===== config.mk =====
export PLATFORM = sky130hd
export DESIGN_NAME = float_max_reduce
export DESIGN_NICKNAME = d
export VERILOG_FILES = /design/src/rtl/float_pkg.sv /design/src/rtl/float_gt_cmp.sv /design/src/rtl/float_max_reduce.sv
export SDC_FILE = /design/constraint.sdc
export NUM_CORES = 1
export LEC_CHECK = 0
export CAP_MARGIN = 20
export CORE_UTILIZATION = 38
export DETAILED_ROUTE_END_ITERATION = 8
export PLACE_DENSITY = 0.6
export SLEW_MARGIN = 10
export SYNTH_ARGS = -nofsm -noshare
export SYNTH_HDL_FRONTEND = slang
export SYNTH_SLANG_ARGS = --single-unit
export TNS_END_PERCENT = 30

===== constraint.sdc =====
create_clock -name clk -period 3 [get_ports clk]
set_input_delay 0.9 -clock clk [delete_from_list [all_inputs] [get_ports clk]]
set_output_delay 0.9 -clock clk [all_outputs]
set_load 0.03 [all_outputs]

===== src/rtl/float_pkg.sv =====
// Shared float helpers: reduction FSM states, canonical quiet NaN, NaN detect.
// Helpers take widths as arguments and work on words up to 64 bits.
package float_pkg;

  typedef enum logic [1:0] {
    IDLE   = 2'd0,
    ACCUM  = 2'd1,
    FINISH = 2'd2
  } state_t;

  localparam int FW_MAX = 64;

  function automatic logic [FW_MAX-1:0] exp_mask(input int data_w, input int exp_w);
    return ((FW_MAX'(1) << exp_w) - FW_MAX'(1)) << (data_w - 1 - exp_w);
  endfunction

  // Sign 0, exponent all ones, mantissa MSB set, remaining mantissa bits 0.
  function automatic logic [FW_MAX-1:0] canon_nan(input int data_w, input int exp_w);
    return exp_mask(data_w, exp_w) | (FW_MAX'(1) << (data_w - 2 - exp_w));
  endfunction

  function automatic logic is_nan(input logic [FW_MAX-1:0] x, input int data_w, input int exp_w);
    logic [FW_MAX-1:0] em;
    logic [FW_MAX-1:0] mm;
    em = exp_mask(data_w, exp_w);
    mm = (FW_MAX'(1) << (data_w - 1 - exp_w)) - FW_MAX'(1);
    return ((x & em) == em) && ((x & mm) != '0);
  endfunction

endpackage


===== src/rtl/float_gt_cmp.sv =====
// Combinational sign-magnitude float compare: gt = (a > b), forced to 0 if either is NaN.
// Zero latency, no handshake.
module float_gt_cmp
  import float_pkg::*;
#(
  parameter int DATA_W = 32,
  parameter int EXP_W  = 8
) (
  input  logic [DATA_W-1:0] a,
  input  logic [DATA_W-1:0] b,
  output logic              gt,
  output logic              a_nan,
  output logic              b_nan
);

  logic              a_neg;
  logic              b_neg;
  logic [DATA_W-2:0] a_mag;
  logic [DATA_W-2:0] b_mag;

  assign a_neg = a[DATA_W-1];
  assign b_neg = b[DATA_W-1];
  assign a_mag = a[DATA_W-2:0];
  assign b_mag = b[DATA_W-2:0];

  assign a_nan = is_nan(FW_MAX'(a), DATA_W, EXP_W);
  assign b_nan = is_nan(FW_MAX'(b), DATA_W, EXP_W);

  always_comb begin
    gt = 1'b0;
    if (!(a_nan || b_nan)) begin
      if (a_neg != b_neg)
        gt = !a_neg;             // mixed signs: positive wins, so +0 > -0
      else if (a_neg)
        gt = a_mag < b_mag;
      else
        gt = a_mag > b_mag;
    end
  end

endmodule


===== src/rtl/float_max_reduce.sv =====
// Streaming float max reduction with first-occurrence index; done 1 cycle after last accepted sample.
// running=0 freezes everything (including a pending done); samples only accepted in ACCUM.
module float_max_reduce
  import float_pkg::*;
#(
  parameter int DATA_W = 32,
  parameter int EXP_W  = 8,
  parameter int IDX_W  = 16
) (
  input  logic              clk,
  input  logic              rst,
  input  logic              run,
  input  logic              running,
  input  logic [IDX_W-1:0]  length,
  input  logic [DATA_W-1:0] in0,
  input  logic              in0_valid,
  output logic [DATA_W-1:0] out0,
  output logic [IDX_W-1:0]  out1,
  output logic              nan_seen,
  output logic              busy,
  output logic              done
);

  localparam logic [DATA_W-1:0] NAN_C = DATA_W'(canon_nan(DATA_W, EXP_W));

  state_t            state, state_nxt;
  logic [IDX_W-1:0]  len_q, len_nxt;
  logic [IDX_W-1:0]  cnt, cnt_nxt;
  logic              have_max, have_max_nxt;
  logic              nan_nxt;
  logic [DATA_W-1:0] out0_nxt;
  logic [IDX_W-1:0]  out1_nxt;
  logic              in_gt, in_nan, max_nan;

  float_gt_cmp #(.DATA_W(DATA_W), .EXP_W(EXP_W)) u_cmp (
    .a     (in0),
    .b     (out0),
    .gt    (in_gt),
    .a_nan (in_nan),
    .b_nan (max_nan)
  );

  assign busy = (state == ACCUM);
  assign done = (state == FINISH) && running;

  always_comb begin
    state_nxt    = state;
    len_nxt      = len_q;
    cnt_nxt      = cnt;
    have_max_nxt = have_max;
    nan_nxt      = nan_seen;
    out0_nxt     = out0;
    out1_nxt     = out1;
    if (running) begin
      if (run) begin
        len_nxt      = length;
        cnt_nxt      = '0;
        have_max_nxt = 1'b0;
        nan_nxt      = 1'b0;
        out0_nxt     = '0;
        out1_nxt     = '0;
        state_nxt    = (length == '0) ? FINISH : ACCUM;
      end else begin
        case (state)
          ACCUM: begin
            if (in0_valid) begin
              cnt_nxt = cnt + IDX_W'(1);
              if (in_nan) begin
                nan_nxt = 1'b1;
              end else if (!have_max || max_nan || in_gt) begin
                out0_nxt     = in0;
                out1_nxt     = cnt;
                have_max_nxt = 1'b1;
              end
              if (cnt == len_q - IDX_W'(1))
                state_nxt = FINISH;
            end
          end
          FINISH:  state_nxt = IDLE;
          default: state_nxt = state;
        endcase
      end
      // Substitute the NaN result on entry to FINISH so it is visible alongside done.
      if (state_nxt == FINISH && !have_max_nxt) begin
        out0_nxt = NAN_C;
        out1_nxt = '0;
      end
    end
  end

  always_ff @(posedge clk or negedge rst) begin
    if (!rst) begin
      state    <= IDLE;
      len_q    <= '0;
      cnt      <= '0;
      have_max <= 1'b0;
      nan_seen <= 1'b0;
      out0     <= '0;
      out1     <= '0;
    end else begin
      state    <= state_nxt;
      len_q    <= len_nxt;
      cnt      <= cnt_nxt;
      have_max <= have_max_nxt;
      nan_seen <= nan_nxt;
      out0     <= out0_nxt;
      out1     <= out1_nxt;
    end
  end

endmodule


; ---- After elaboration in Yosys (flattened, before gate mapping)
; Index checks and enable logic that the tools add are counted.
[totals]
ff_bits = 84
latch_bits = 0
ram_bits = 0
rom_bits = 0
in_bits = 53
out_inout_bits = 51
n_memories = 0
[classes]
n_addsub = 2
mul = 0
div_mod_pow = 0
order_cmp = 2
n_eq_ne = 8
shifts = 0
muxes = 34
bitwise_logic = 0
reduce_logical = 23
[op_table]
columns = operator, count
row1 = two-way mux 32 bit, 6
row2 = two-way mux 16 bit, 9
row3 = nonzero test 64 bit, 2
row4 = greater-than comparator 31 bit, 1
row5 = less-than comparator 31 bit, 1
row6 = adder 16 x 1 -> 16 bit (second input constant), 1
row7 = == test 16 bit, 1
row8 = == test 8 bit (second input constant), 2
row9 = logical NOT 16 bit, 1
row10 = subtractor 16 x 1 -> 16 bit (second input constant), 1
row11 = two-way mux 1 bit, 13
row12 = two-way mux 2 bit, 5
row13 = nonzero test 3 bit, 3
row14 = nonzero test 2 bit, 3
row15 = AND reduction 5 bit, 1
row16 = == test 2 bit (second input constant), 2
row17 = logical AND 1 bit, 4
row18 = one-hot mux 2 bit (2 select lines), 1
row19 = AND reduction 4 bit, 1
row20 = logical NOT 1 bit, 3
row21 = logical OR 1 bit, 3
row22 = != test 3 bit (second input constant), 1
row23 = AND reduction 3 bit, 1
row24 = == test 2 x 1 -> 1 bit (second input constant), 1
row25 = other kinds (2), 2

; ---- Longest topological paths before layout
; Gate-level depths: netlist of the first run.
[depth]
depth_word = 15
mapped_depth = 13
depth_no_buf = 10

; ---- By module
; From an unflattened synthesis of the first run, not the netlist that was laid out.
[unflattened]
hier_cells = 596
hier_area_um2 = 5393.9
[modules_own_cells]
columns = mod, instances, cells_each, area_per_inst_um2, seq_area_each_um2
row1 = float_max_reduce, 1, 460, 4435.5, 2102.0
row2 = float_gt_cmp, 1, 136, 958.4, 0.0

; ---- Worst setup path before layout of the first run
; Ideal clock, no wire load.
[synth_timing]
path_type = input to register
start = input in0[4]
end = register out0[22]
arrival_ns = 3.134
t_required_ns = 2.875
path_slack_ns = -0.259
stages = 12
path_cell_list = ha_1 > a211oi_1 > nor2_1 > o31a_1 > a2111oi_0 > nor2_1 > o21a_1 > o32a_1 > clkbuf_1 > buf_6 > buf_6 > mux2i_1
[synth_between]
elab_chain_len = 15
elab_cells_between_ends = 23
cone_classes = 2 x order compare / 1 x eq/ne / 10 x mux / 10 x reduce/logical
[synth_rtl]
columns = element, line
row1 = "start, declared", float_max_reduce.sv:15  ; input logic [DATA_W-1:0] in0,
row2 = "greater-than comparator 31 bit, or another cell as far along", float_gt_cmp.sv:37  ; gt = a_mag > b_mag;
row3 = two-way mux 1 bit / logical AND 1 bit (equally long branches), "float_gt_cmp.sv:34, float_pkg.sv:27"
row4 = two-way mux 1 bit / logical OR 1 bit (equally long branches), "float_gt_cmp.sv:32, float_gt_cmp.sv:31"
row5 = two-way mux 1 bit, float_gt_cmp.sv:31  ; if (!(a_nan || b_nan)) begin
row6 = logical OR 1 bit, float_max_reduce.sv:70  ; end else if (!have_max || max_nan || in_gt) begin
row7 = two-way mux 1 bit, float_max_reduce.sv:70
row8 = two-way mux 1 bit, float_max_reduce.sv:68  ; if (in_nan) begin
row9 = two-way mux 1 bit, float_max_reduce.sv:66  ; if (in0_valid) begin
row10 = two-way mux 1 bit, float_max_reduce.sv:64  ; case (state)
row11 = two-way mux 1 bit, float_max_reduce.sv:55  ; if (run) begin
row12 = two-way mux 1 bit, float_max_reduce.sv:54  ; if (running) begin
row13 = logical NOT 1 bit, float_max_reduce.sv:84  ; if (state_nxt == FINISH && !have_max_nxt) begin
row14 = logical AND 1 bit, float_max_reduce.sv:84
row15 = != test 3 bit (no source line) / nonzero test 3 bit (equally long branches), n/a
row16 = AND reduction 5 bit (no source line), n/a
row17 = "end signal, assigned", float_max_reduce.sv:106  ; out0 <= out0_nxt;
row18 = "end, declared", float_max_reduce.sv:17  ; output logic [DATA_W-1:0] out0,
; Several ways; a longest one is shown, not always the timed one. The select of a mux whose other input is x is not followed.
; A chain may end at the register's enable or synchronous reset.

; ---- Final worst setup path of the first run
[layout_timing]
start = register len_q[7]
end = register out0[2]
[layout_between]
elab_chain_len = 11
elab_cells_between_ends = 15
cone_classes = 1 x add/sub / 3 x eq/ne / 6 x mux / 5 x reduce/logical
[layout_rtl]
columns = element, line
row1 = "start, declared", float_max_reduce.sv:27  ; logic [IDX_W-1:0] len_q, len_nxt;
row2 = "start signal, assigned", float_max_reduce.sv:102  ; len_q <= len_nxt;
row3 = subtractor 16 x 1 -> 16 bit *, float_max_reduce.sv:75  ; if (cnt == len_q - IDX_W'(1))
row4 = == test 16 bit *, float_max_reduce.sv:75
row5 = two-way mux 2 bit *, float_max_reduce.sv:75
row6 = two-way mux 2 bit *, float_max_reduce.sv:66
row7 = one-hot mux 2 bit (2 select lines) *, float_max_reduce.sv:64
row8 = two-way mux 2 bit *, float_max_reduce.sv:55
row9 = two-way mux 2 bit *, float_max_reduce.sv:54
row10 = == test 2 bit *, float_max_reduce.sv:84
row11 = logical AND 1 bit *, float_max_reduce.sv:84
row12 = != test 3 bit (no source line) / nonzero test 3 bit (equally long branches), n/a
row13 = AND reduction 5 bit (no source line), n/a
; Every way passes the cells marked *; elsewhere a longest branch is shown, timed or not. The select of a mux whose other input is x is not followed.

==> flow_metrics.env, run 1 <==
export IMPL_drc_errors=0
export IMPL_fmax_ghz=0.319
export IMPL_fillers=1187
export IMPL_first_pass_iters=4
export IMPL_slew_violations=0
export IMPL_drive_above_1_share_pct=17.9
export IMPL_finalClockSkew_ns=0.00810
export IMPL_post_route_period_util_pct=105
export IMPL_cts_tree="done"
export IMPL_io_pins=104
export IMPL_grt_pass1_vias=4960
export IMPL_synthToLayoutAreaGrowth_pct=46.2
export IMPL_diodes=0
export IMPL_die_width_um=118
export IMPL_yosysWarningCount=0
export IMPL_grt_max_degree=48
export IMPL_hp_start="len_q[15]"
export IMPL_ys_types=51
export IMPL_vias_per_cell=5.21
export IMPL_relSlewSlack_pct=65.6
export IMPL_hold_slack_ns=0.518
export IMPL_rsz0062_at_grt="true"
export IMPL_ys_ff_latch=84
export IMPL_hold_class="flip-flop to flip-flop"
export IMPL_comb_power_share_pct=45.9
export IMPL_final_hold_violation_count=0
export IMPL_violations="setup timing"
export IMPL_final_common_cell="nand2_1"
export IMPL_reg2reg_to="out0[2]"
export IMPL_crit_type="flip-flop to flip-flop"
export IMPL_seq_power_share_pct=31.3
export IMPL_worst_ep_arrival_time_ns=3.36
export IMPL_cp_cell_sequence="or4_4 -> or3_4 -> a2111oi_4 -> o22ai_1 -> or4_4 -> o2bb2ai_4 -> o32a_4 -> bufbuf_16 -> mux2i_1"
export IMPL_gp_congestion=0.906
export IMPL_ys_seq_area_share_pct=40.8
export IMPL_p_int_mw=3.05
export IMPL_switchingPower_mw=1.93
export IMPL_syn_mean_instance_area_um2=9.08
export IMPL_dieArea_um2=14000
export IMPL_endpoint="out0[2]"
export IMPL_pwr_density_cell_nw_per_um2=660
export IMPL_start_kind="flip-flop"
export IMPL_antenna_found_initial=0
export IMPL_syn_nets=656
export IMPL_crit_top_cell="or4_4"
export IMPL_crit_path_start="len_q[7]"
export IMPL_max_stage_delay_ns=0.56
export IMPL_grt_pass1_wl_um=24600
export IMPL_status="finished, violations left"
export IMPL_drtAntennaViolNets=0
export IMPL_fin_crit_ns=3.14
export IMPL_r2r_slack_ns=-0.14
export IMPL_port_buffers=103
export IMPL_coreArea_um2=13200
export IMPL_dpl_cell_count=892
export IMPL_setup_viol=48
export IMPL_cts_reportedPaths_clkPinSlew_ns=0.07
export IMPL_num_rows=42
export IMPL_drt_iter0_markers=264
export IMPL_vias=4789
export IMPL_cts_inserted_buffers=9
export IMPL_synth_flop_cell="dfrtp_1"
export IMPL_tightest_slew_ns=0.517
export IMPL_worst_path_max_delay_cell="or4_4"
export IMPL_clockPowerShare_pct=22.8
export IMPL_dpl_hpwl_um=10900
export IMPL_grt_ovfl_total=0
export IMPL_cts_buffer_depth=2
export IMPL_cellLeakagePower_nw=3.52
export IMPL_nNetsFinal=826
export IMPL_final_cell_mix="105 x nand2_1, 84 x dfrtp_1, 76 x clkdlybuf4s50_1, 71 x buf_4, 58 x inv_1"
export IMPL_cts_root_buffer_cell="clkbuf_16"
export IMPL_gr_usage_all_layers_pct=22.2
export IMPL_worstPathMaxFanout=8
export IMPL_peakVddDrop_mv=0.352
export IMPL_required_ns=3.22
export IMPL_wirelength_um=14900
export IMPL_drv_cap=0
export IMPL_p_sw_share_pct=38.7
export IMPL_cts_sinks=84
export IMPL_reg2reg_depth=9
export IMPL_wl_per_cell_um=16.2
export IMPL_synth_cells=568
export IMPL_r2r_start="len_q[7]"
export IMPL_die_h_um=118
export IMPL_synth_edf_count=0
export IMPL_fin_ws_ns=-0.137
export IMPL_clock_latency_ns=0.34
export IMPL_syn_area_um2=5160
export IMPL_fin_cells=919
export IMPL_start_util_pct=38.9
export IMPL_endpoint_kind="flip-flop"
export IMPL_htree_levels=3
export IMPL_async_reset_ff_share_pct=100
power groups by stage:
stage | Combinational, mW | Sequential, mW | Clock [mW]
floorplan | 0.869 | 1.87 | 0
global placement | 2.00 | 1.56 | 0
detailed placement | 2.04 | 1.57 | 0
CTS | 2.24 | 1.55 | 1.15
global route | 2.47 | 1.58 | 1.20
finish | 2.28 | 1.56 | 1.13
layout make-up:
class	count	area (um^2)	share of cell area, %
Timing Repair Buffer	182	1710	22.6
Sequential cell	84	2100	27.9
Multi-Input combinational cell	403	2990	39.7
Tap cell	176	220	2.92
Inverter	58	218	2.89
Clock buffer	9	225	2.99
Clock inverter	7	73.8	0.979
cells by family (layout without fill, tap and decap cells):
| family | Yosys count | count (layout) | share of synthesized area, % |
|---|---|---|---|
| AOI/OAI and AO/OA | 69 | 69 | 9.51 |
| xor gates and xnor gates | 34 | 34 | 5.78 |
| adders and majority gates | 35 | 35 | 8.49 |
| buffers and inverters | 81 | 256 | 6.41 |
| DFF | 84 | 84 | 40.8 |
| muxes | 49 | 49 | 9.51 |
| and+or+nand+nor | 216 | 216 | 19.5 |
worst min path at each step:
stage	depth (start not counted)	to
after floorplan	2	len_q[15]
after global placement	2	len_q[6]
after detailed placement	2	len_q[6]
after CTS	2	len_q[6]
after global routing	2	len_q[15]
final	2	len_q[15]
per-stage QoR:
| step | worst slack (ns) | power, mW | setup TNS, ns | area [um^2] | utilization [%] |
|---|---|---|---|---|---|
| 2_1_floorplan | -0.165 | 2.74 | -5.60 | 5180 | - |
| 3_3_place_gp | -0.620 | 3.56 | -29.30 | 6870 | 51.8 |
| 3_5_place_dp | -0.677 | 3.61 | -31.58 | 6870 | 51.8 |
| 4_1_cts | -0.175 | 4.94 | -7.76 | 7470 | 56.4 |
| 5_1_grt | -0.253 | 5.26 | -8.56 | 7540 | 56.9 |
| 6_report | -0.137 | 4.97 | -3.52 | 7540 | 56.9 |
layer usage:
metal	track usage (%)	vias to the layer above	share of wire, %
met5	0	-	0
met4	7.20	0	1.4
met3	3.43	16	4.0
met2	38.3	123	50
met1	28.5	2343	44
li1	-	2307	-
registers in the layout, summed over array words and instances (netlist names):
signal / flops
len_q: 16
out0: 32
have_max: 1
state: 2
out1: 16
nan_seen: 1
cnt: 16
worst max-delay path: cells and delay by family (launching register included):
| kind | cells | cell delay, ns |
|---|---|---|
| AND/OR/NAND/NOR | 3 | 1.37 |
| AO/OA/AOI/OAI | 4 | 0.85 |
| flip-flops | 1 | 0.38 |
| buffers and inverters | 1 | 0.30 |
| multiplexers | 1 | 0.11 |
synthesized netlist by cell type, types with 2 or more instances:
cell	instances	area (um^2)
buf_6	3	33.8
nor3_1	5	25.0
nor2b_1	2	12.5
xor2_1	14	123
o311ai_0	3	26.3
clkbuf_1	17	63.8
dfrtp_1	84	2100
xnor2_1	20	175
nand3_1	13	65.1
or4_4	2	22.5
or4_1	2	15.0
o21a_1	2	15.0
a21oi_1	22	110
inv_1	58	218
nor4b_1	3	26.3
a2bb2oi_1	9	78.8
a211oi_1	3	22.5
a2111oi_0	2	17.5
nor2_1	38	143
a311oi_1	2	17.5
or3_1	3	18.8
nand2_1	105	394
nand3b_1	2	15.0
mux2i_1	49	490
ha_1	35	438
nor3b_1	2	15.0
nand4_1	17	106
buf_2	3	15.0
nor4_1	17	106
o21ai_0	10	50.1
repair_timing:
| item | CTS | global route |
|---|---|---|
| cloned | 3 | 0 |
| endpoints found under the setup margin | 48 | 48 |
| resized for setup | 60 | 19 |
| buffers inserted | 9 | 1 |
| hold buffers | 0 | 0 |
| pin swaps | 26 | 9 |
Note: power is estimated with default switching activity, not from simulation.
==> run 2: changes to the inputs <==
- SLEW_MARGIN: 10 -> 15
==> results of run 2 <==
Final layout, timing and power as in run 1 (identical DEF).
